File: config.mk
export PLATFORM = sky130hd
export DESIGN_NAME = ysyx_22050518_lsu_flat
export DESIGN_NICKNAME = d
export VERILOG_FILES = /design/src/rtl/ysyx_22050518_lsu_if.sv /design/src/rtl/ysyx_22050518_lsu.sv /design/src/flat_wrapper.sv
export SDC_FILE = /design/constraint.sdc
export NUM_CORES = 1
export LEC_CHECK = 0
export CORE_MARGIN = 2
export CORE_UTILIZATION = 37
export CTS_CLUSTER_SIZE = 28
export DETAILED_ROUTE_END_ITERATION = 8
export GPL_TIMING_DRIVEN = 0
export PLACE_DENSITY = 0.66
export SLEW_MARGIN = 25
export SYNTH_ARGS = -nofsm -noshare
export SYNTH_HDL_FRONTEND = slang
export SYNTH_SLANG_ARGS = --single-unit
File: constraint.sdc
create_clock -name clk -period 5.25 [get_ports clk]
set_input_delay 1.05 -clock clk [delete_from_list [all_inputs] [get_ports clk]]
set_output_delay 1.05 -clock clk [all_outputs]
set_load 0.03 [all_outputs]
File: src/rtl/ysyx_22050518_lsu_if.sv
// ysyx_22050518_lsu_if: data-memory request/response bundle between
// the LSU (master) and the memory responder (slave).
interface ysyx_22050518_lsu_if;
    logic        req_valid;
    logic        req_ready;
    logic        req_we;
    logic [63:0] req_addr;
    logic [7:0]  req_wstrb;
    logic [63:0] req_wdata;
    logic        resp_valid;
    logic [63:0] resp_data;
    logic        resp_skip;

    modport master (
        output req_valid,
        output req_we,
        output req_addr,
        output req_wstrb,
        output req_wdata,
        input  req_ready,
        input  resp_valid,
        input  resp_data,
        input  resp_skip
    );

    modport slave (
        input  req_valid,
        input  req_we,
        input  req_addr,
        input  req_wstrb,
        input  req_wdata,
        output req_ready,
        output resp_valid,
        output resp_data,
        output resp_skip
    );
endinterface

File: src/rtl/ysyx_22050518_lsu.sv
// ysyx_22050518_lsu: one-op-at-a-time load/store unit for the NPC core.
// Optional YSYX_22050518_LSU_MISALIGN_CHK_EN rejects misaligned ops in IDLE.
module ysyx_22050518_lsu #(
    parameter int unsigned TIMEOUT_CYCLES = 255
) (
    input  logic                      clk,
    input  logic                      rst_n,
    input  logic                      in_valid,
    output logic                      in_ready,
    input  logic                      in_we,
    input  logic [1:0]                in_size,
    input  logic                      in_signed,
    input  logic [63:0]               in_addr,
    input  logic [63:0]               in_wdata,
    ysyx_22050518_lsu_if.master       mem,
    output logic                      out_valid,
    input  logic                      out_ready,
    output logic [63:0]               out_data,
    output logic                      out_skip_ref,
    output logic                      out_err
);

    typedef enum logic [1:0] {IDLE, REQ, WAIT, DONE} state_t;

    state_t      state, state_n;
    logic        we_q, signed_q, skip_q, err_q;
    logic [1:0]  size_q;
    logic [63:0] addr_q, wdata_q, data_q;
    logic [31:0] cnt;

    logic [2:0]  off;
    logic [5:0]  shamt;
    logic [7:0]  mask;
    logic [15:0] strb_w;
    logic [63:0] raw, ext;
    logic        misalign, to_hit;

    assign off   = addr_q[2:0];
    assign shamt = {off, 3'b000};

    always_comb begin
        mask = 8'h00;
        case (size_q)
            2'd0:    mask = 8'h01;
            2'd1:    mask = 8'h03;
            2'd2:    mask = 8'h0F;
            default: mask = 8'hFF;
        endcase
    end

    // Lanes shifted past byte 7 simply fall off the top.
    assign strb_w = {8'h00, mask} << off;
    assign raw    = mem.resp_data >> shamt;

    always_comb begin
        ext = raw;
        case (size_q)
            2'd0: ext = signed_q ? {{56{raw[7]}}, raw[7:0]}
                                 : {56'd0, raw[7:0]};
            2'd1: ext = signed_q ? {{48{raw[15]}}, raw[15:0]}
                                 : {48'd0, raw[15:0]};
            2'd2: ext = signed_q ? {{32{raw[31]}}, raw[31:0]}
                                 : {32'd0, raw[31:0]};
            default: ext = raw;
        endcase
    end

    always_comb begin
        misalign = 1'b0;
`ifdef YSYX_22050518_LSU_MISALIGN_CHK_EN
        unique case (in_size)
            2'd0: misalign = 1'b0;
            2'd1: misalign = in_addr[0];
            2'd2: misalign = |in_addr[1:0];
            2'd3: misalign = |in_addr[2:0];
        endcase
`else
        misalign = 1'b0;
`endif
    end

    assign to_hit = (TIMEOUT_CYCLES != 0) &&
                    (cnt == TIMEOUT_CYCLES - 32'd1);

    assign in_ready      = (state == IDLE);
    assign out_valid     = (state == DONE);
    assign out_data      = data_q;
    assign out_skip_ref  = skip_q;
    assign out_err       = err_q;
    assign mem.req_valid = (state == REQ);
    assign mem.req_we    = we_q;
    assign mem.req_addr  = {addr_q[63:3], 3'b000};
    assign mem.req_wstrb = we_q ? strb_w[7:0] : 8'h00;
    assign mem.req_wdata = wdata_q << shamt;

    always_comb begin
        state_n = state;
        unique case (state)
            IDLE: if (in_valid) state_n = misalign ? DONE : REQ;
            REQ:  if (mem.req_ready) state_n = WAIT;
            WAIT: if (mem.resp_valid || to_hit) state_n = DONE;
            DONE: if (out_ready) state_n = IDLE;
        endcase
    end

    always_ff @(posedge clk or negedge rst_n) begin
        if (!rst_n) state <= IDLE;
        else        state <= state_n;
    end

    always_ff @(posedge clk or negedge rst_n) begin
        if (!rst_n) begin
            we_q     <= 1'b0;
            signed_q <= 1'b0;
            size_q   <= 2'd0;
            addr_q   <= 64'd0;
            wdata_q  <= 64'd0;
            data_q   <= 64'd0;
            skip_q   <= 1'b0;
            err_q    <= 1'b0;
            cnt      <= 32'd0;
        end else begin
            unique case (state)
                IDLE: if (in_valid) begin
                    we_q     <= in_we;
                    signed_q <= in_signed;
                    size_q   <= in_size;
                    addr_q   <= in_addr;
                    wdata_q  <= in_wdata;
                    data_q   <= 64'd0;
                    skip_q   <= 1'b0;
                    err_q    <= misalign;
                end
                REQ: if (mem.req_ready) cnt <= 32'd0;
                WAIT: begin
                    cnt <= cnt + 32'd1;
                    if (mem.resp_valid) begin
                        data_q <= we_q ? 64'd0 : ext;
                        skip_q <= mem.resp_skip;
                        err_q  <= 1'b0;
                    end else if (to_hit) begin
                        data_q <= 64'd0;
                        skip_q <= 1'b0;
                        err_q  <= 1'b1;
                    end
                end
                DONE: ;
            endcase
        end
    end

endmodule

File: src/flat_wrapper.sv
// flat-port wrapper written by rule: the top's interface ports become plain ports
module ysyx_22050518_lsu_flat 
#(
    parameter int unsigned TIMEOUT_CYCLES = 255
)
  (clk, rst_n, in_valid, in_ready, in_we, in_size, in_signed, in_addr, in_wdata, out_valid, out_ready, out_data, out_skip_ref, out_err, mem_req_valid, mem_req_we, mem_req_addr, mem_req_wstrb, mem_req_wdata, mem_req_ready, mem_resp_valid, mem_resp_data, mem_resp_skip);
  ysyx_22050518_lsu_if mem_i ();
  input  logic clk;
  input  logic rst_n;
  input  logic in_valid;
  output logic in_ready;
  input  logic in_we;
  input  logic [1:0] in_size;
  input  logic in_signed;
  input  logic [63:0] in_addr;
  input  logic [63:0] in_wdata;
  output logic out_valid;
  input  logic out_ready;
  output logic [63:0] out_data;
  output logic out_skip_ref;
  output logic out_err;
  output wire logic [$bits(mem_i.req_valid)-1:0] mem_req_valid;
  output wire logic [$bits(mem_i.req_we)-1:0] mem_req_we;
  output wire logic [$bits(mem_i.req_addr)-1:0] mem_req_addr;
  output wire logic [$bits(mem_i.req_wstrb)-1:0] mem_req_wstrb;
  output wire logic [$bits(mem_i.req_wdata)-1:0] mem_req_wdata;
  input wire logic [$bits(mem_i.req_ready)-1:0] mem_req_ready;
  input wire logic [$bits(mem_i.resp_valid)-1:0] mem_resp_valid;
  input wire logic [$bits(mem_i.resp_data)-1:0] mem_resp_data;
  input wire logic [$bits(mem_i.resp_skip)-1:0] mem_resp_skip;
  assign mem_req_valid = mem_i.req_valid;
  assign mem_req_we = mem_i.req_we;
  assign mem_req_addr = mem_i.req_addr;
  assign mem_req_wstrb = mem_i.req_wstrb;
  assign mem_req_wdata = mem_i.req_wdata;
  assign mem_i.req_ready = mem_req_ready;
  assign mem_i.resp_valid = mem_resp_valid;
  assign mem_i.resp_data = mem_resp_data;
  assign mem_i.resp_skip = mem_resp_skip;
  ysyx_22050518_lsu #(.TIMEOUT_CYCLES(TIMEOUT_CYCLES)) u_core (.clk(clk), .rst_n(rst_n), .in_valid(in_valid), .in_ready(in_ready), .in_we(in_we), .in_size(in_size), .in_signed(in_signed), .in_addr(in_addr), .in_wdata(in_wdata), .mem(mem_i), .out_valid(out_valid), .out_ready(out_ready), .out_data(out_data), .out_skip_ref(out_skip_ref), .out_err(out_err));
endmodule
# Word level (Yosys, flattened, before mapping)
# Index checks and enable logic that the tools add are counted.
# op_classes
add_sub_neg	1
eq_ne	11
n_shift	3
n_mux	25
reduce_logical	9
# ops
operator	n
64-bit 2-to-1 mux	7
64-bit one-hot mux with 3 select lines	1
64-bit one-hot mux with 2 select lines	1
32-bit one-hot mux with 2 select lines	1
64-bit by 6-bit left shift with 64-bit output	1
64-bit by 6-bit right shift with 64-bit output	1
32-bit by 1-bit adder with 32-bit output, second input constant	1
32-bit by 8-bit == test with 1-bit output, second input constant	1
32-bit 2-to-1 mux	1
8-bit one-hot mux with 3 select lines	1
2-bit 2-to-1 mux	4
8-bit 2-to-1 mux	1
2-bit one-hot mux with 4 select lines	1
8-bit by 3-bit left shift with 8-bit output	1
2-bit == test, second input constant	3
2-bit by 1-bit != test with 1-bit output, second input constant	3
1-bit 2-to-1 mux	5
2-bit by 1-bit == test with 1-bit output, second input constant	2
2-bit logical NOT	2
1-bit one-hot mux with 2 select lines	2
2-bit AND reduction	2
4-bit AND reduction	1
2-bit nonzero test	2
3-bit by 2-bit != test with 1-bit output, second input constant	1
3 further kinds	3
# word_totals
regBits	232
inputBits	203
out_inout_bits	206
elab_cells	59

# Longest topological paths before layout
# Gate-level depths: netlist of the first run.
# depth
depth_word	6
depth_mapped	9
ltp_nobuf	7

# Worst setup path after synthesis of the first run
# Ideal clock, no wire load.
# synth_path
path_kind	register -> output
from	register u_core.addr_q[0]
to	output port mem_req_wstrb[6]
arrival_ns	2.415
required_time_ns	4.200
slack_ns	1.785
stages_incl_launch_ff	10
path_buffers	5
path_cell_list	dfrtp_1 -> buf_6 -> buf_2 -> buf_4 -> buf_2 -> buf_2 -> a21oi_1 -> o21ai_0 -> nand2_1 -> a21boi_0
# synth_between
elab_chain_len	2
# synth_rtl
item	line_no	source
start, declared	ysyx_22050518_lsu.sv:28	logic [63:0] addr_q, wdata_q, data_q;
start signal, assigned	ysyx_22050518_lsu.sv:128	addr_q <= in_addr;
8-bit by 3-bit left shift with 8-bit output	ysyx_22050518_lsu.sv:52	assign strb_w = {8'h00, mask} << off;
8-bit 2-to-1 mux	ysyx_22050518_lsu.sv:93	assign mem.req_wstrb = we_q ? strb_w[7:0] : 8'h00;
end, declared	flat_wrapper.sv:25	output wire logic [$bits(mem_i.req_wstrb)-1:0] mem_req_wstrb;
# No other way between the ends.

# Worst setup path after layout of the first run
# layout_path
from	register u_core.addr_q[1]
to	output port mem_req_wdata[52]
# layout_between
elab_chain_len	1
# layout_rtl
item	line_no	source
64-bit by 6-bit left shift with 64-bit output	ysyx_22050518_lsu.sv:94	assign mem.req_wdata = wdata_q << shamt;
end, declared	flat_wrapper.sv:26	output wire logic [$bits(mem_i.req_wdata)-1:0] mem_req_wdata;
# No other way between the ends.

==> results of run 1 <==
## placed cells by master (no fill, tap or decap), types with 8 or more instances in the layout
| cell type | netlist | final |
|---|---|---|
| nor2b_1 | 10 | 10 |
| a21oi_1 | 38 | 38 |
| nand4_1 | 19 | 19 |
| a22oi_1 | 8 | 8 |
| and2_1 | 17 | 17 |
| a22o_1 | 38 | 38 |
| clkbuf_1 | 58 | 63 |
| o21ai_0 | 53 | 53 |
| and3_1 | 8 | 8 |
| nand2_1 | 89 | 89 |
| dfrtp_1 | 232 | 232 |
| a211o_1 | 16 | 16 |
| mux2i_1 | 69 | 69 |
| clkbuf_16 | 0 | 27 |
| buf_4 | 68 | 68 |
| mux2_2 | 187 | 187 |
| a221o_1 | 12 | 12 |
| nand3_1 | 18 | 18 |
| o32ai_1 | 8 | 8 |
| buf_1 | 13 | 13 |
| clkdlybuf4s50_1 | 0 | 404 |
| buf_2 | 12 | 12 |
| xor2_1 | 22 | 22 |
| nor2_1 | 124 | 123 |
## layout make-up
class                   instances  area share (%)
repair buffers                408            22.2
clock buffers                  33            3.79
inverters                       7           0.141
flip-flops and latches        232            31.1
well taps                     455            3.05
multi-input cells             837            33.8
clock inverters                16            1.40
plain buffers                 153            4.60
## worst max-delay path: cells and delay by family, from the launching register on
kind	cells	cell delay (ns)
simple gates	1	0.38
compound gates	2	0.66
flops	1	0.44
buf+inv	4	1.94
## power by group through the flow
stage                     combinational, mW  sequential [mW]  clock (mW)
final                                  8.78             3.16        2.06
after detailed placement               8.70             3.18           0
after global routing                   9.23             3.25        2.19
after CTS                              8.75             3.16        2.11
after floorplan                        5.03             3.40           0
after global placement                 8.63             3.17           0
## through the flow
step | TNS [ns] | instance area (µm²) | total power, mW
2_1_floorplan | 0 | 13000 | 8.43
3_3_place_gp | -1657.87 | 17600 | 11.8
3_5_place_dp | 0 | 17700 | 11.9
4_1_cts | 0 | 18700 | 14.0
5_1_grt | 0 | 18700 | 14.7
6_report | 0 | 18700 | 14.0
## state kept, by name (all words and copies together) (netlist names)
signal and count:
u_core.cnt 32, u_core.out_err 1, u_core.wdata_q 64, u_core.addr_q 64
u_core.out_data 64, u_core.signed_q 1, u_core.mem.req_we 1, u_core.state 2
u_core.out_skip_ref 1, u_core.size_q 2
## path summary, 6_finish.rpt
kind / end
setup / recovery: mem_req_wdata[52]
hold / removal: u_core.cnt[2]
setup reg to reg: u_core.out_data[14]
hold reg to reg: u_core.out_data[17]
max in group asynchronous: u_core.wdata_q[26]
min in group clk: u_core.out_data[17]
## routing by layer
metal  up-vias  track usage, %  wire (µm)
met3       117            5.51       4210
met5         -               0          0
met4         0            9.73       1860
met1      5715            33.7      19900
met2       590            42.0      22500
li1       5256               -          -
## logic make-up after synthesis
kind of cell / synth area share (%)
fa+ha+maj: 0.578
simple gates: 11.1
mux: 22.4
xor+xnor: 1.68
compound gates: 12.7
buf+inv: 6.82
other cells: 0.0289
flops: 44.7
## what timing repair did
item	CTS	global route
endpoints found under the hold margin	0	0
endpoints found under the setup margin	0	2
resized for setup	0	1
==> flow_summary.json, run 1 <==
{
  "p_int_mw": 7.54,
  "yosys.area.top_type": "dfrtp_1",
  "synth_top_area_share_pct": 44.7,
  "ant_nets": 0,
  "preCtsSetupSlack_ns": 0.723,
  "area_growth_pct": 43.8,
  "cts_buffer_depth": 3,
  "num_antenna_cells": 0,
  "yosys-top-cells-count": "232 x dfrtp_1, 187 x mux2_2, 124 x nor2_1, 89 x nand2_1, 69 x mux2i_1",
  "hold_violations": 0,
  "hpwlAfterDp_um": 38000,
  "hold_slack_ns": 0.319,
  "ys.flop_type": "dfrtp_1",
  "via_count": 11700,
  "grt_overflow_total": 0,
  "start_util_pct": 37.6,
  "seqCellArea_um2": 5810,
  "gp_congestion": 0.942,
  "slew_headroom_pct": 34.7,
  "cts_tree": "built",
  "num_io_pins": 409,
  "yosysMostFrequentCell": "dfrtp_1",
  "max_stage_delay_ns": 0.77,
  "grt_pass1_vias": 12100,
  "clk_pin_slew_worst_paths_ns": 0.06,
  "p_switching_mw": 6.46,
  "fin_crit_sh_pct": 95.7,
  "peakVddDrop_mv": 0.658,
  "cts-root-buf": "clkbuf_16",
  "hp-class": "in2async",
  "rsz0062_at_grt": "false",
  "htreeDepth": 1,
  "finalSetupViolCount": 0,
  "fp-row-count": 68,
  "crit_path_cell_trace": "clkbuf_1 > inv_2 > nor2_2 > clkbuf_1 > a21oi_1 > o21ai_0 > clkdlybuf4s50_1",
  "die_x_um": 191,
  "layout-drive-gt1-share_pct": 19.9,
  "drv_cap": 0,
  "cts_buffers": 27,
  "r2r-start": "u_core.state[0]",
  "ys_seq_elements": 232,
  "final_cells": 2141,
  "start_kind": "flop",
  "synth.avg_cell_area_um2": 10.6,
  "grt_start_max_net_pins": 82,
  "crit_slowest_cell": "clkdlybuf4s50_1",
  "io_buffers": 405,
  "p_sw_share_pct": 46.2,
  "drcViolationCount": 0,
  "drt-initial-drc-count": 823,
  "synthArstFlopShare_pct": 100,
  "clock_latency_ns": 0.56,
  "path_class": "reg2out",
  "crit_start": "u_core.addr_q[1]",
  "crit_fanout": 10,
  "fmax_mhz": 199,
  "detail_route.wl_per_cell_um": 22.6,
  "core_area_um2": 34500,
  "reg2reg_slack_ns": 2.30,
  "synth_area_um2": 13000,
  "clockPowerShare_pct": 14.7,
  "status": "finished, final reports clean",
  "antenna_found_initial": 0,
  "drt-pass1-iter-count": 7,
  "via_per_inst": 5.45,
  "grt_usage_pct": 25.8,
  "dieHeight_um": 191,
  "postCtsHoldBufs": 0,
  "pwr-share-seq_pct": 22.6,
  "synth-warning-count": 0,
  "p_per_area_nw_per_um2": 749,
  "cp_data_required_time_ns": 4.20,
  "final_core_util_pct": 54.1,
  "comb_power_share_pct": 62.7,
  "multi_input_area_um2": 6320,
  "setup_ws_ns": 0.225,
  "dp.cells": 2092,
  "reg2regPathDepth": 8,
  "drt-total-wl_um": 48400,
  "worst_pin_slew_ns": 0.971,
  "finalNetCount": 1875,
  "cts.sinks": 232,
  "leakage_nw": 8.06,
  "crit_top_cell": "clkbuf_1",
  "drv_slew": 0,
  "synth_cell_type_count": 61,
  "dieArea_um2": 36600,
  "synth_edf_count": 0,
  "fill_cells": 3115,
  "synthTopCellsByArea": "dfrtp_1 45%, mux2_2 16%, mux2i_1 5.3%",
  "cp_data_arrival_time_ns": 3.97,
  "min_period_ns": 5.02,
  "critPathCaptureType": "output port",
  "grt_pass1_wl_um": 72000,
  "cts_setup_buffers": 0,
  "syn_inst": 1227,
  "clock_skew_ns": 0.0249,
  "seq_area_frac_synth_pct": 44.7
}
No activity file was read; power rests on OpenSTA's default activity.
==> run 2, diff against run 1 <==
- RECOVER_POWER: unset -> 100
- SLEW_MARGIN: 25 -> 15
==> run 2 against run 1 <==
  * Critical endpoint unchanged
  * The run now ends with max-capacitance violations, max-slew violations left
  * Clock power is 7% lower
  * Sequential share of layout area is 0.18 points higher
  * Cell count stayed put
  * Largest cell class unchanged
==> flow_summary.json, run 2 (same netlist as run 1, synthesis figures left out) <==
{
  "cts_buffers": 27,
  "cp_data_arrival_time_ns": 4.03,
  "cts_buffer_depth": 3,
  "drv_slew": 75,
  "worst_pin_slew_ns": 3.70,
  "drcViolationCount": 0,
  "antenna_found_initial": 0,
  "r2r-end": "u_core.out_data[24]",
  "core_area_um2": 34500,
  "drt-total-wl_um": 48500,
  "clock_latency_ns": 0.57,
  "busiest_layer": "met2",
  "p_per_area_nw_per_um2": 727,
  "p_sw_share_pct": 47.6,
  "fin_crit_sh_pct": 96.7,
  "leakage_nw": 8.37,
  "placed_area_um2": 17700,
  "slew_headroom_pct": -146,
  "reg2regPathDepth": 9,
  "path_class": "reg2out",
  "p_int_mw": 7.07,
  "htreeDepth": 1,
  "final_common_cell": "dfrtp_1",
  "grt_start_max_net_pins": 99,
  "layout-drive-gt1-share_pct": 19.6,
  "grt_usage_pct": 25.7,
  "fmax_mhz": 197,
  "hold_violations": 0,
  "critPathCaptureType": "output port",
  "hold_start": "u_core.out_data[5]",
  "start_util_pct": 37.6,
  "reg2reg_slack_ns": 1.83,
  "num_antenna_cells": 0,
  "crit_fanout": 10,
  "drt-pass1-iter-count": 7,
  "drt-initial-drc-count": 900,
  "clock_skew_ns": 0.0233,
  "grt_pass1_wl_um": 72000,
  "ant_nets": 0,
  "clockPowerShare_pct": 14.2,
  "hold_end": "u_core.out_data[5]",
  "clk_pin_slew_worst_paths_ns": 0.06,
  "drv_cap": 2,
  "area_growth_pct": 43.0,
  "detail_route.wl_per_cell_um": 22.6,
  "die_x_um": 191,
  "status": "finished with violations",
  "cp_data_required_time_ns": 4.20,
  "peakVddDrop_mv": 0.632,
  "final_area_um2": 18600,
  "finalSetupViolCount": 0,
  "grt_overflow_total": 0,
  "hp-class": "reg2reg",
  "hpwlAfterDp_um": 37900,
  "fp-row-count": 68,
  "comb_power_share_pct": 62.4,
  "finalNetCount": 1874,
  "via_per_inst": 5.45,
  "fill_cells": 3101,
  "cts.sinks": 232,
  "grtUsageMet1_pct": 33.6,
  "hold_slack_ns": 0.486,
  "global_route.usage.met3_pct": 5.27,
  "dieHeight_um": 191,
  "whs_path_depth": 1,
  "dieArea_um2": 36600,
  "cts_setup_buffers": 0,
  "most-common-layout-cells": "232 x dfrtp_1, 208 x clkdlybuf4s50_1, 196 x dlygate4sd3_1, 186 x mux2_2, 123 x nor2_1",
  "use_met2_pct": 42.3,
  "min_period_ns": 5.08,
  "grt_pass1_vias": 11900,
  "rsz0062_at_grt": "false",
  "gp_congestion": 0.942,
  "p_switching_mw": 6.43,
  "cts_tree": "built",
  "postCtsHoldBufs": 0,
  "finalSetupTns_ns": 0,
  "r2r-start": "u_core.state[0]",
  "num_io_pins": 409,
  "via_count": 11700,
  "preCtsSetupSlack_ns": 0.703,
  "io_buffers": 405,
  "setup_ws_ns": 0.172,
  "cts-root-buf": "clkbuf_16",
  "start_kind": "flop",
  "violations": "max-capacitance violations, max-slew violations",
  "pwr-share-seq_pct": 23.4
}
[run 2: per-layer routing]
metal  vias to the layer above  part of all wire, %
met5                         -                    0
met3                        91                  8.6
li1                       5255                    -
met4                         0                  3.2
met1                      5753                   41
met2                       576                   47
[run 2: timing repair]
item | in CTS | in global routing
endpoints found under the hold margin | 0 | 0
setup endpoints to repair | 0 | 2
gates resized for setup | 0 | 1
[run 2: power groups by stage]
| stage | logic, mW | clock network (mW) | registers (mW) |
|---|---|---|---|
| final | 8.43 | 1.92 | 3.15 |
| after global routing | 8.88 | 2.04 | 3.25 |
| after CTS | 8.74 | 1.97 | 3.16 |
| after detailed placement | 8.69 | 0 | 3.18 |
| after global placement | 8.63 | 0 | 3.17 |
| after floorplan | 5.03 | 0 | 3.40 |
[run 2: through the flow]
step,instances,utilization [%],power (mW)
floorplan,1229,-,8.43
global placement,2089,51.0,11.8
detailed placement,2091,51.2,11.9
CTS,2141,53.9,13.9
global route,2141,53.8,14.2
finish,2141,53.8,13.5
[run 2: how the worst max path moves through the flow]
stage	from	endpoint	slack [ns]	cells after the start
floorplan	u_core.addr_q[0]	mem_req_wstrb[6]	1.78	9
global placement	rst_n	u_core.wdata_q[34]	-7.17	1
detailed placement	u_core.addr_q[1]	mem_req_wdata[52]	0.70	7
CTS	u_core.addr_q[1]	mem_req_wdata[52]	0.1	7
global route	u_core.addr_q[1]	mem_req_wdata[52]	0.07	7
finish	u_core.addr_q[1]	mem_req_wdata[52]	0.17	7
[run 2: final cells by class]
type	instances	area [µm²]	area share, %
multi-input cells	837	6300	33.9
flip-flops and latches	232	5810	31.2
repair buffers	407	4110	22.1
plain buffers	153	858	4.62
clock buffers	34	742	3.99
well taps	455	569	3.06
clock inverters	16	174	0.936
inverters	7	26.3	0.141
[run 2: worst max-delay path, stage by stage, from the launching register on]
cell and delay (ns):
dfrtp_1 0.44, clkbuf_1 0.42, inv_2 0.25, nor2_2 0.42
clkbuf_1 0.50, a21oi_1 0.23, o21ai_0 0.45, clkdlybuf4s50_1 0.77
